[src/rtl/i2c_master_controller.sv]
// I2C bus initiator: one fixed-length transaction per accepted Start.
// Generates START, {address, R/W}, NBYTES data bytes with ACK handling and
// STOP on an open-drain SCL/SDA pair. All bus outputs are registered.
module i2c_master_controller #(
    parameter int ADDRESSLENGTH = 7,
    parameter int NBYTES        = 2,
    parameter int CLKDIV        = 4
) (
    input  logic                     Clock,
    input  logic                     Reset,
    input  logic                     Start,
    input  logic                     RorW,
    input  logic [ADDRESSLENGTH-1:0] SlaveAddress,
    input  logic [8*NBYTES-1:0]      WriteData,
    output logic [8*NBYTES-1:0]      ReadData,
    output logic                     Busy,
    output logic                     Done,
    output logic                     AckError,
    output logic                     Scl,
    output logic                     SdaOe,
    input  logic                     SdaIn
);

    // One bit-time is four quarters of CLKDIV clocks each.
    localparam int BIT_CLKS  = 4 * CLKDIV;
    localparam int CW        = $clog2(BIT_CLKS);
    // Shift register wide enough for the address phase or a data byte.
    localparam int TXW       = (ADDRESSLENGTH + 1 > 8) ? ADDRESSLENGTH + 1 : 8;
    localparam int BITW      = $clog2(TXW);
    localparam int BYW       = (NBYTES > 1) ? $clog2(NBYTES) : 1;

    localparam logic [CW-1:0]   CNT_LAST      = CW'(BIT_CLKS - 1);
    localparam logic [CW-1:0]   CNT_SAMPLE    = CW'(3 * CLKDIV - 1);
    localparam logic [CW-1:0]   Q1_START      = CW'(CLKDIV);
    localparam logic [CW-1:0]   Q2_START      = CW'(2 * CLKDIV);
    localparam logic [CW-1:0]   Q3_START      = CW'(3 * CLKDIV);
    localparam logic [BITW-1:0] ADDR_LAST_BIT = BITW'(ADDRESSLENGTH);
    localparam logic [BITW-1:0] DATA_LAST_BIT = BITW'(7);
    localparam logic [BYW-1:0]  LAST_BYTE     = BYW'(NBYTES - 1);

    typedef enum logic [3:0] {
        S_IDLE,
        S_START,
        S_ADDR,
        S_ADDR_ACK,
        S_WDATA,
        S_WACK,
        S_RDATA,
        S_RACK,
        S_STOP
    } state_t;

    // Control registers (reset)
    state_t              state_q, state_d;
    logic [CW-1:0]       cnt_q, cnt_d;
    logic [BITW-1:0]     bit_q, bit_d;
    logic [BYW-1:0]      byte_q, byte_d;
    logic                busy_q, busy_d;
    logic                done_q, done_d;
    logic                ackerr_q, ackerr_d;
    logic                scl_q, scl_d;
    logic                sdaoe_q, sdaoe_d;
    logic [8*NBYTES-1:0] rdata_q, rdata_d;

    // Datapath registers (no reset)
    logic                     rw_q, rw_d;
    logic [ADDRESSLENGTH-1:0] addr_q, addr_d;
    logic [8*NBYTES-1:0]      wdata_q, wdata_d;
    logic [TXW-1:0]           tx_q, tx_d;
    logic [7:0]               rx_q, rx_d;
    logic                     samp_q, samp_d;

    logic bit_end;
    logic sample_now;

    // Select byte idx of a packed multi-byte word.
    function automatic logic [7:0] get_byte(input logic [8*NBYTES-1:0] data,
                                            input logic [BYW-1:0] idx);
        logic [7:0] b;
        b = '0;
        for (int k = 0; k < NBYTES; k++) begin
            if (idx == BYW'(k)) b = data[8*k +: 8];
        end
        return b;
    endfunction

    // Replace byte idx of a packed multi-byte word.
    function automatic logic [8*NBYTES-1:0] put_byte(input logic [8*NBYTES-1:0] data,
                                                     input logic [BYW-1:0] idx,
                                                     input logic [7:0] b);
        logic [8*NBYTES-1:0] r;
        r = data;
        for (int k = 0; k < NBYTES; k++) begin
            if (idx == BYW'(k)) r[8*k +: 8] = b;
        end
        return r;
    endfunction

    // Left-align a data byte in the transmit shifter so the MSB goes out first.
    function automatic logic [TXW-1:0] align_byte(input logic [7:0] b);
        return TXW'(b) << (TXW - 8);
    endfunction

    assign bit_end    = (state_q != S_IDLE) && (cnt_q == CNT_LAST);
    assign sample_now = (state_q != S_IDLE) && (cnt_q == CNT_SAMPLE);

    // Next-state logic for the sequencer, plus output decode from the next state
    always_comb begin
        state_d  = state_q;
        cnt_d    = cnt_q;
        bit_d    = bit_q;
        byte_d   = byte_q;
        busy_d   = busy_q;
        done_d   = 1'b0;
        ackerr_d = ackerr_q;
        rdata_d  = rdata_q;
        rw_d     = rw_q;
        addr_d   = addr_q;
        wdata_d  = wdata_q;
        tx_d     = tx_q;
        rx_d     = rx_q;
        samp_d   = samp_q;

        if (state_q != S_IDLE) begin
            cnt_d = bit_end ? '0 : cnt_q + 1'b1;
        end
        if (sample_now) begin
            samp_d = SdaIn;
        end

        case (state_q)
            S_IDLE: begin
                // A Start coinciding with the Done pulse is deliberately dropped.
                if (Start && !done_q) begin
                    state_d  = S_START;
                    // The accept cycle is the first clock of the START bit-time.
                    cnt_d    = CW'(1);
                    bit_d    = '0;
                    byte_d   = '0;
                    busy_d   = 1'b1;
                    ackerr_d = 1'b0;
                    rw_d     = RorW;
                    addr_d   = SlaveAddress;
                    wdata_d  = WriteData;
                end
            end
            S_START: begin
                if (bit_end) begin
                    state_d = S_ADDR;
                    bit_d   = '0;
                    // Wire R/W bit is 0 for a write, so invert RorW.
                    tx_d    = TXW'({addr_q, ~rw_q}) << (TXW - (ADDRESSLENGTH + 1));
                end
            end
            S_ADDR: begin
                if (bit_end) begin
                    tx_d = tx_q << 1;
                    if (bit_q == ADDR_LAST_BIT) state_d = S_ADDR_ACK;
                    else                        bit_d   = bit_q + 1'b1;
                end
            end
            S_ADDR_ACK: begin
                if (bit_end) begin
                    bit_d  = '0;
                    byte_d = '0;
                    if (samp_q) begin
                        ackerr_d = 1'b1;
                        state_d  = S_STOP;
                    end else if (rw_q) begin
                        state_d = S_WDATA;
                        tx_d    = align_byte(get_byte(wdata_q, '0));
                    end else begin
                        state_d = S_RDATA;
                    end
                end
            end
            S_WDATA: begin
                if (bit_end) begin
                    tx_d = tx_q << 1;
                    if (bit_q == DATA_LAST_BIT) state_d = S_WACK;
                    else                        bit_d   = bit_q + 1'b1;
                end
            end
            S_WACK: begin
                if (bit_end) begin
                    if (samp_q) begin
                        ackerr_d = 1'b1;
                        state_d  = S_STOP;
                    end else if (byte_q == LAST_BYTE) begin
                        state_d = S_STOP;
                    end else begin
                        state_d = S_WDATA;
                        byte_d  = byte_q + 1'b1;
                        bit_d   = '0;
                        tx_d    = align_byte(get_byte(wdata_q, byte_q + 1'b1));
                    end
                end
            end
            S_RDATA: begin
                if (sample_now) begin
                    rx_d = {rx_q[6:0], SdaIn};
                end
                if (bit_end) begin
                    if (bit_q == DATA_LAST_BIT) begin
                        state_d = S_RACK;
                        rdata_d = put_byte(rdata_q, byte_q, rx_q);
                    end else begin
                        bit_d = bit_q + 1'b1;
                    end
                end
            end
            S_RACK: begin
                if (bit_end) begin
                    if (byte_q == LAST_BYTE) begin
                        state_d = S_STOP;
                    end else begin
                        state_d = S_RDATA;
                        byte_d  = byte_q + 1'b1;
                        bit_d   = '0;
                    end
                end
            end
            S_STOP: begin
                if (bit_end) begin
                    state_d = S_IDLE;
                    done_d  = 1'b1;
                    busy_d  = 1'b0;
                end
            end
            default: begin
                state_d = S_IDLE;
                busy_d  = 1'b0;
            end
        endcase

        // Bus pins follow the state being entered so they line up with it.
        scl_d   = 1'b1;
        sdaoe_d = 1'b0;
        case (state_d)
            S_START: begin
                sdaoe_d = (cnt_d >= Q2_START);
            end
            S_ADDR, S_WDATA: begin
                scl_d   = (cnt_d >= Q2_START);
                sdaoe_d = ~tx_d[TXW-1];
            end
            S_ADDR_ACK, S_WACK, S_RDATA: begin
                scl_d = (cnt_d >= Q2_START);
            end
            S_RACK: begin
                // ACK every byte but the last, which is NACKed to end the read.
                scl_d   = (cnt_d >= Q2_START);
                sdaoe_d = (byte_d != LAST_BYTE);
            end
            S_STOP: begin
                scl_d   = (cnt_d >= Q1_START);
                sdaoe_d = (cnt_d < Q3_START);
            end
            default: begin
                scl_d   = 1'b1;
                sdaoe_d = 1'b0;
            end
        endcase
    end

    // Control state and registered bus/status outputs; reset releases both lines
    always_ff @(posedge Clock or negedge Reset) begin
        if (!Reset) begin
            state_q  <= S_IDLE;
            cnt_q    <= '0;
            bit_q    <= '0;
            byte_q   <= '0;
            busy_q   <= 1'b0;
            done_q   <= 1'b0;
            ackerr_q <= 1'b0;
            scl_q    <= 1'b1;
            sdaoe_q  <= 1'b0;
            rdata_q  <= '0;
        end else begin
            state_q  <= state_d;
            cnt_q    <= cnt_d;
            bit_q    <= bit_d;
            byte_q   <= byte_d;
            busy_q   <= busy_d;
            done_q   <= done_d;
            ackerr_q <= ackerr_d;
            scl_q    <= scl_d;
            sdaoe_q  <= sdaoe_d;
            rdata_q  <= rdata_d;
        end
    end

    // Latched request, shifters and sampled SDA
    always_ff @(posedge Clock) begin
        rw_q    <= rw_d;
        addr_q  <= addr_d;
        wdata_q <= wdata_d;
        tx_q    <= tx_d;
        rx_q    <= rx_d;
        samp_q  <= samp_d;
    end

    assign ReadData = rdata_q;
    assign Busy     = busy_q;
    assign Done     = done_q;
    assign AckError = ackerr_q;
    assign Scl      = scl_q;
    assign SdaOe    = sdaoe_q;

endmodule

[config.mk]
export PLATFORM = sky130hd
export DESIGN_NAME = i2c_master_controller
export DESIGN_NICKNAME = d
export VERILOG_FILES = /design/src/rtl/i2c_master_controller.sv
export SDC_FILE = /design/constraint.sdc
export NUM_CORES = 1
export LEC_CHECK = 0
export BUFFER_PORTS_ARGS = -buffer_cell sky130_fd_sc_hd__buf_2
export CORE_AREA = 2 2 79 81
export DETAILED_ROUTE_END_ITERATION = 8
export DIE_AREA = 0 0 81 83
export PLACE_DENSITY = 0.86
export SETUP_SLACK_MARGIN = 0.05
export SYNTH_ARGS = -nofsm -noshare
export SYNTH_HDL_FRONTEND = slang
export SYNTH_SLANG_ARGS = --single-unit
export TNS_END_PERCENT = 50
[constraint.sdc]
create_clock -name Clock -period 2.67 [get_ports Clock]
set_input_delay 0.267 -clock Clock [delete_from_list [all_inputs] [get_ports Clock]]
set_output_delay 0.267 -clock Clock [all_outputs]
set_load 0.01 [all_outputs]
==> results of run 1 <==
[critical path, stage by stage (launching register included)]
cell	delay [ns]
dfrtp_1	0.42
ha_1	0.28
nand3_1	0.32
o41ai_1	0.41
a21oi_1	0.12
o32a_1	0.36
or3_1	0.37
nand4_1	0.09
[cell type report]
type                       count  area [sq um]
multi-input combinational    163          1060
sequential                    74          2050
inverter                       5          18.8
clock inverter                 6          46.3
tap                           75          93.8
timing repair buffer          58           328
clock buffer                  10           149
fill                         459          2080
[per-layer routing]
| layer | share of wire, % | up-vias | GRT usage, % |
|---|---|---|---|
| met5 | 0 | - | 0 |
| met4 | 1.4 | 0 | 7.86 |
| met3 | 6.0 | 12 | 5.54 |
| met2 | 50 | 101 | 31.6 |
| met1 | 43 | 1063 | 26.0 |
| li1 | - | 1068 | - |
[power by group through the flow]
stage	clock, mW	combinational [mW]	sequential, mW
final	0.830	0.0301	1.20
after global routing	0.905	0.0357	1.20
after CTS	0.851	0.0315	1.20
after detailed placement	0	0.0314	1.22
after global placement	0	0.0301	1.22
after floorplan	0	0.00130	1.22
[cells in the mapped netlist (4+ instances only)]
cell / number / area, sq um
nand2_1: 26 / 97.6
nor3_1: 6 / 30.0
o21ai_0: 11 / 55.1
a21oi_1: 8 / 40.0
nand2b_1: 5 / 31.3
buf_2: 5 / 25.0
clkbuf_1: 5 / 18.8
dfrtp_1: 32 / 801
inv_1: 5 / 18.8
a22oi_1: 7 / 52.6
nand4_1: 4 / 25.0
nand3_1: 15 / 75.1
and3_1: 4 / 25.0
mux2_2: 16 / 180
nor2_1: 14 / 52.6
edfxtp_1: 40 / 1200
[cell families after synthesis]
kind of cell,Yosys count
and+or+nand+nor,92
buffers and inverters,20
DFF,74
adders and majority gates,3
AOI/OAI and AO/OA,49
xor gates and xnor gates,2
muxes,17
[through the flow]
stage / hold slack (ns) / power, mW / setup WS (ns) / instance area, sq um / instances
floorplan: -0.0286 / 1.23 / 0.470 / 3200 / 257
global placement: 0.368 / 1.25 / 0.368 / 3540 / 375
detailed placement: 0.384 / 1.26 / 0.279 / 3540 / 375
CTS: 0.000310 / 2.08 / 0.254 / 3740 / 391
global route: 0.0431 / 2.14 / 0.0870 / 3740 / 391
finish: -0.0154 / 2.06 / 0.234 / 3740 / 391
[how the worst min path moves through the flow]
stage	from	endpoint	slack (ns)	cells past startpoint
5_1_grt	Reset	ReadData[11]	0.04	1
2_1_floorplan	Reset	AckError	-0.03	0
3_5_place_dp	Reset	cnt_q[3]	0.38	1
4_1_cts	Reset	cnt_q[3]	0.0003	1
6_report	Reset	state_q[2]	-0.02	1
3_3_place_gp	Reset	cnt_q[2]	0.37	1
[timing repair]
item | in CTS | in global routing
setup buffers | 0 | 0
resized for setup | 0 | 1
setup endpoints to repair | 0 | 1
hold buffers | 0 | 0
[state kept, by name, summed over array words and instances, names as in the netlist]
register / count
rx_q: 8
rw_q: 1
ReadData: 16
samp_q: 1
tx_q: 8
wdata_q: 16
addr_q: 7
state_q: 4
Done: 1
byte_q: 1
cnt_q: 4
SdaOe: 1
Scl: 1
AckError: 1
Busy: 1
bit_q: 3
==> flow_summary.yaml, run 1 <==
clock_network:
  cts_tree: "built"
  cts-root-buf: "clkbuf_8"
  htreeDepth: 3
  worst_skew_pair.late_latency_ns: 0.35
  cts-root-to-sink-buffers: 2
  clkTransAtPathRegs_ns: 0.08
  cts_buffers: 9
  numClockSinks: 74
timing:
  finalSetupTns_ns: 0
  hold_ws_ns: -0.0154
  finalSetupViolations: 0
  skew_ns: 0.00816
  fmaxAchievable_ghz: 0.411
  worst-slew-pin-transition_ns: 0.763
  layout_worst_path_cycle_share_pct: 91.2
  finalCriticalPeriod_ns: 2.44
  grt_setup_unrepaired: "false"
  timing.slew.headroom_pct: 49.1
  report.final.hold_viol_count: 32
  timing_max_transition_violations_final: 0
pwr:
  power.combinational.fraction_pct: 1.5
  power_share_of_the_clock_group_pct: 40.3
  p_int_mw: 1.62
  leakage_nw: 1.60
  seq_power_share_pct: 58.3
  netSwitchingFraction_pct: 21.5
  p_sw_mw: 0.444
  pwr_density_cell_nw_per_um2: 551
  vdd_ir_drop_max_uv: 397
logic_synthesis:
  syn-num-nets: 288
  synth_xor_area_share_pct: 0.547
  syn-mean-instance-area_sq_um: 12.5
  ys_ff_latch: 74
  muxShareOfSynthArea_pct: 5.94
  post_synth_num_cell_types: 53
  synth_cells: 257
  synthFlopType: "edfxtp_1"
  netlist_area_sq_um: 3200
  dominant_combinational_cell_family_by_area_after_synthesis: "simple AND/OR/NAND/NOR gates"
  post_synth_and_or_nand_nor_area_fraction_pct: 14.9
  yosys.area_share.adder_pct: 1.17
  count_of_synthesis_stage_warnings_from_yosys: 0
  synth_edf_count: 40
  synth_async_sr_flop_share_pct: 44.6
  synth_compound_area_share_pct: 10.4
  seq_area_frac_synth_pct: 63.9
final_layout:
  drive_above_1_share_pct: 31.0
  utilization_pct: 64.3
  antenna_diode_count: 0
  syn_to_final_growth_pct: 16.8
  final_common_cell: "buf_2"
  nets: 342
  final_cell_mix: "buf_2, edfxtp_1, dfrtp_1"
floorplanning:
  design.portCount: 49
  fp.coreArea_sq_um: 5820
  die_w_um: 81
  die_area_sq_um: 6720
  initial_core_util_pct: 55.1
  row_count: 28
  chipHeight_um: 83
drt:
  vias: 2244
  finalWirelength_um: 6330
  drt-wirelength-per-cell_um: 16.2
  drc: 0
  detailedRoute.firstPassIterationCount: 4
  drt_iter0_markers: 231
  drt-vias-per-instance: 5.74
  final_antenna_net_count: 0
placed_design:
  place.detailed.hpwl_um: 4450
  port-buffer-count: 48
  place_congestion: 0.895
global_route:
  first_global_vias: 2163
  grt.overflow.total: 0
  track_usage_pct: 20.0
  grt_start_max_net_pins: 34
  antenna_found_initial: 0
  wire_length_of_the_first_global_routing_pass_um: 10300
critical_path:
  setup.worst_path.start: "cnt_q[0]"
  worst-setup-path-type: "register to register"
  reg2reg_depth: 7
  required_ns: 2.96
  timing.critical_path.to: "SdaOe"
  reg_to_reg_critical_path_startpoint: "cnt_q[0]"
  reg2reg_setup_slack_ns: 0.23
  worst_setup_path_start_kind: "register"
  endpoint_kind: "register"
  arrival_time_of_data_at_the_critical_path_endpoint_ns: 2.72
  reg2reg_to: "SdaOe"
  critical_path.max_fanout: 10
outcome:
  outcome: "finished with violations"
  failed_checks: "negative hold slack"
hold_path:
  min-delay-path-class: "input port to asynchronous set/reset pin"
job:
  max_cap_violations: 0
(Power assumes the default switching activity.)
==> run 2, diff against run 1 <==
==> constraint.sdc (replaced) <==
create_clock -name Clock -period 2.26 [get_ports Clock]
set_input_delay 0.226 -clock Clock [delete_from_list [all_inputs] [get_ports Clock]]
set_output_delay 0.226 -clock Clock [all_outputs]
set_load 0.01 [all_outputs]
==> run 2 against run 1 <==
  * The run now ends clean
  * Fmax rose by 15%
  * Critical path depth did not move
  * Final cell count rose by 4.6%
  * Power rose by 29%
  * First-iteration DRC count fell by 39%
  * Largest cell class unchanged
  * Largest power group unchanged
==> flow_summary.yaml, run 2 (synthesis results as in run 1) <==
drt:
  drt_iter0_markers: 141
  vias: 2301
  drt-vias-per-instance: 5.63
  drt-wirelength-per-cell_um: 16.5
  drc: 0
  finalWirelength_um: 6740
  detailedRoute.firstPassIterationCount: 5
  final_antenna_net_count: 0
final_layout:
  utilization_pct: 68.5
  drive_above_1_share_pct: 37.4
  antenna_diode_count: 0
  syn_to_final_growth_pct: 24.3
  area.sequential_sq_um: 2050
  final_common_cell: "buf_2"
  fillers: 419
  final_cell_mix: "buf_2, edfxtp_1, dfrtp_1"
  multi_input_area_sq_um: 1120
  nets: 360
pwr:
  power_mw: 2.65
  leakage_nw: 1.70
  vdd_ir_drop_max_uv: 474
  pwr_density_cell_nw_per_um2: 665
critical_path:
  setup.worst_path.start: "state_q[1]"
  endpoint_kind: "register"
  timing.critical_path.to: "SdaOe"
  critical_path.cell_chain: "buf_4 -> xor2_1 -> a32oi_1 -> o221ai_1 -> o32a_1 -> or3_1 -> nand4_1"
  reg2reg_depth: 7
  crit_buf_inv: 1
  critical_path.max_fanout: 18
  reg_to_reg_critical_path_startpoint: "state_q[1]"
  total_number_of_cells_along_the_worst_setup_path: 7
  required_ns: 2.54
  worst-setup-path-type: "register to register"
  reg2reg_to: "SdaOe"
  cpMaxStageDelayCell: "dfrtp_2"
  reg2reg_setup_slack_ns: 0.15
  arrival_time_of_data_at_the_critical_path_endpoint_ns: 2.40
  worst_path_dominant_cell_family: "compound AO/OA/AOI/OAI gates"
  critical_path.max_stage_delay_ns: 0.47
  worst_setup_path_start_kind: "register"
floorplanning:
  die_w_um: 81
  chipHeight_um: 83
  fp.coreArea_sq_um: 5820
  row_count: 28
  design.portCount: 49
  initial_core_util_pct: 55.1
  die_area_sq_um: 6720
global_route:
  antenna_found_initial: 0
  grt.overflow.total: 0
  wire_length_of_the_first_global_routing_pass_um: 11000
  grt_start_max_net_pins: 34
  track_usage_pct: 21.5
  first_global_vias: 2277
placed_design:
  place_congestion: 0.899
  port-buffer-count: 48
  place.detailed.hpwl_um: 4660
  dp_slack_ns: -0.0100
clock_network:
  htreeDepth: 3
  cts_tree: "built"
  cts-root-buf: "clkbuf_8"
  clkTransAtPathRegs_ns: 0.08
  cts_buffers: 9
  numClockSinks: 74
  cts-root-to-sink-buffers: 2
  worst_skew_pair.late_latency_ns: 0.35
timing:
  grt_setup_unrepaired: "false"
  worst-slew-pin-transition_ns: 0.759
  fmaxAchievable_ghz: 0.473
  postLayoutSetupSlackWorst_ns: 0.145
  timing_max_transition_violations_final: 0
  skew_ns: 0.0115
  finalCriticalPeriod_ns: 2.11
  timing.slew.headroom_pct: 49.4
  finalSetupTns_ns: 0
  finalSetupViolations: 0
  layout_worst_path_cycle_share_pct: 93.6
  report.final.hold_viol_count: 0
outcome:
  outcome: "finished, final reports clean"
job:
  max_cap_violations: 0
hold_path:
  min-delay-path-class: "input port to register"
==> run 2: worst min-delay path by stage <==
stage | startpoint | to | slack, ns | cells after the start
floorplan | Reset | AckError | -0.07 | 0
global placement | Reset | cnt_q[2] | 0.32 | 1
detailed placement | Reset | cnt_q[2] | 0.34 | 1
CTS | SlaveAddress[2] | addr_q[2] | 0.03 | 1
global route | WriteData[3] | wdata_q[3] | 0.02 | 1
finish | SlaveAddress[2] | addr_q[2] | 0.04 | 1
==> run 2: metrics by stage <==
stage          hold slack (ns)  area (sq um)  std cells
2_1_floorplan          -0.0696          3200        257
3_3_place_gp             0.321          3660        390
3_5_place_dp             0.338          3660        390
4_1_cts                 0.0274          3920        407
5_1_grt                 0.0217          3980        409
6_report                0.0398          3980        409
==> run 2: timing repair <==
item | in CTS | in global routing
setup endpoints to repair | 7 | 26
gates resized for setup | 2 | 13
hold buffers | 1 | 0
pin swaps | 0 | 0
endpoints found under the hold margin | 32 | 0
setup buffers | 0 | 2
==> run 2: layout make-up <==
class / count / share of cell area [%]
sequential: 74 / 51.5
multi-input combinational: 163 / 28.0
tap: 75 / 2.36
clock inverter: 5 / 2.14
timing repair buffer: 76 / 11.7
clock buffer: 11 / 3.83
inverter: 5 / 0.471
==> run 2: power by group <==
| group | internal [mW] | switching (mW) | leakage, nW | total (mW) |
|---|---|---|---|---|
| Clock | 0.695 | 0.501 | 0.115 | 1.20 |
| Combinational | 0.0178 | 0.0192 | 0.781 | 0.0370 |
| Sequential | 1.42 | 0 | 0.800 | 1.42 |
==> run 2: metal layers <==
layer	GRT usage (%)	vias to the layer above	routed length, um
met3	6.30	12	422
met4	9.71	0	102
met5	0	-	0
met1	28.1	1109	2930
li1	-	1099	-
met2	33.1	81	3290
==> run 3, diff against run 2 <==
--- a/config.mk
+++ b/config.mk
@@ -6,9 +6,11 @@
 export NUM_CORES = 1
 export LEC_CHECK = 0
 export BUFFER_PORTS_ARGS = -buffer_cell sky130_fd_sc_hd__buf_2
-export CORE_AREA = 2 2 79 81
+export CELL_PAD_IN_SITES_DETAIL_PLACEMENT = 1
+export CELL_PAD_IN_SITES_GLOBAL_PLACEMENT = 1
+export CORE_AREA = 2 2 88 90
 export DETAILED_ROUTE_END_ITERATION = 8
-export DIE_AREA = 0 0 81 83
+export DIE_AREA = 0 0 90 92
 export PLACE_DENSITY = 0.86
 export SETUP_SLACK_MARGIN = 0.05
 export SYNTH_ARGS = -nofsm -noshare
==> run 3 against run 2 <==
  * Global-route usage down 2.3 points
  * Core utilization shrank 14 points
  * Setup slack got worse by 0.055 ns
  * Clock skew is 0.0027 ns lower
  * Largest cell class unchanged
  * Largest power group unchanged
  * Highest routed layer unchanged
==> flow_summary.yaml, run 3 (synthesis results as in run 1) <==
global_route:
  grt.overflow.total: 0
  grt_start_max_net_pins: 34
  antenna_found_initial: 0
  first_global_vias: 2440
  wire_length_of_the_first_global_routing_pass_um: 12400
  track_usage_pct: 19.2
critical_path:
  worst_setup_path_start_kind: "register"
  crit_buf_inv: 1
  critical_path.max_fanout: 8
  critical_path.max_stage_delay_ns: 0.43
  total_number_of_cells_along_the_worst_setup_path: 8
  critical_path.cell_chain: "ha_2 -> and3_1 -> buf_6 -> a211oi_1 -> o21a_1 -> o32a_1 -> or3_1 -> nand4_1"
  endpoint_kind: "register"
  required_ns: 2.55
  worst_path_dominant_cell_family: "simple AND/OR/NAND/NOR gates"
  reg2reg_depth: 8
  worst-setup-path-type: "register to register"
  arrival_time_of_data_at_the_critical_path_endpoint_ns: 2.46
  cpMaxStageDelayCell: "dfrtp_1"
final_layout:
  utilization_pct: 54.0
  antenna_diode_count: 0
  syn_to_final_growth_pct: 25.6
  final_common_cell: "buf_2"
  finalNonFillerCells: 436
  nets: 360
  final_cell_mix: "buf_2, edfxtp_1, dfrtp_1"
  fillers: 814
  drive_above_1_share_pct: 37.4
pwr:
  seq_power_share_pct: 54.6
  netSwitchingFraction_pct: 20.9
  vdd_ir_drop_max_uv: 507
  pwr_density_cell_nw_per_um2: 646
  power.combinational.fraction_pct: 1.4
  power_share_of_the_clock_group_pct: 44.0
  p_int_mw: 2.06
  p_sw_mw: 0.542
  leakage_nw: 1.70
clock_network:
  cts_tree: "built"
  cts_setup_buffers: 0
  cts-root-to-sink-buffers: 2
  cts-root-buf: "clkbuf_8"
  cts_buffers: 9
  htreeDepth: 3
  clkTransAtPathRegs_ns: 0.08
  worst_skew_pair.late_latency_ns: 0.35
  numClockSinks: 74
timing:
  timing_max_transition_violations_final: 0
  fmaxAchievable_ghz: 0.461
  worst-slew-pin-transition_ns: 0.749
  timing.slew.headroom_pct: 50.0
  layout_worst_path_cycle_share_pct: 96.0
  postLayoutSetupSlackWorst_ns: 0.0897
  finalSetupTns_ns: 0
  grt_setup_unrepaired: "true"
  report.final.hold_viol_count: 0
  finalCriticalPeriod_ns: 2.17
  skew_ns: 0.00885
  finalSetupViolations: 0
  hold_ws_ns: 0.0433
placed_design:
  place.detailed.hpwl_um: 5350
  dp_slack_ns: -0.118
  placed_cells_incl_taps: 419
  place_congestion: 0.892
  port-buffer-count: 48
floorplanning:
  initial_core_util_pct: 43.0
  chipHeight_um: 92
  die_w_um: 90
  design.portCount: 49
  die_area_sq_um: 8280
  fp.coreArea_sq_um: 7450
  row_count: 32
drt:
  finalWirelength_um: 7690
  drc: 0
  drt-vias-per-instance: 5.32
  final_antenna_net_count: 0
  vias: 2320
  drt-wirelength-per-cell_um: 17.6
  detailedRoute.firstPassIterationCount: 4
  drt_iter0_markers: 145
hold_path:
  min-delay-path-class: "input port to register"
  hold-path-cell-count: 1
outcome:
  outcome: "finished, final reports clean"
job:
  max_cap_violations: 0
[run 3: cell types whose count changed in the layout (fill, tap and decap cells not counted), sizes merged]
cell	before	now
bufinv	2	1
clkinvlp	1	0
inv	6	8
[run 3: stage by stage]
step | power (mW) | area (sq um)
2_1_floorplan | 1.45 | 3200
3_3_place_gp | 1.48 | 3720
3_5_place_dp | 1.48 | 3720
4_1_cts | 2.62 | 3980
5_1_grt | 2.68 | 4020
6_report | 2.60 | 4020
[run 3: final cells by class]
cell class	instances	area [sq um]	area share, %
sequential	74	2050	51.0
timing repair buffer	76	482	12.0
tap	102	128	3.17
inverter	5	18.8	0.466
clock buffer	11	163	4.04
clock inverter	5	65.1	1.62
multi-input combinational	163	1120	27.7
[run 3: final timing paths]
check,from,endpoint,slack [ns]
worst max-delay path,cnt_q[0],SdaOe,0.09
worst min-delay path,WriteData[4],wdata_q[4],0.04
worst max register to register,cnt_q[0],SdaOe,0.09
worst min register to register,bit_q[0],bit_q[0],0.49
max in group asynchronous,Reset,state_q[0],1.26
min in group asynchronous,Reset,state_q[2],0.49
[run 3: per-layer routing]
layer	vias up	track usage, %	share of wire (%)
li1	1098	-	-
met1	1139	23.5	41
met2	64	32.8	52
met3	19	3.62	3.7
met4	0	9.62	2.9
met5	-	0	0
[run 3: what timing repair did]
| action | in CTS | in global routing |
|---|---|---|
| hold buffers | 1 | 0 |
| cloned | 0 | 0 |
| pin swaps | 0 | 0 |
| resized for setup | 5 | 9 |
| endpoints found under the setup margin | 33 | 3 |
| hold endpoints to repair | 32 | 0 |
[run 3: power groups by stage]
stage               Combinational (mW)  Clock (mW)  Sequential (mW)
global placement                0.0356           0             1.45
floorplan                      0.00154           0             1.45
finish                          0.0369        1.14             1.42
detailed placement              0.0369           0             1.45
CTS                             0.0386        1.16             1.42
global route                    0.0423        1.22             1.42
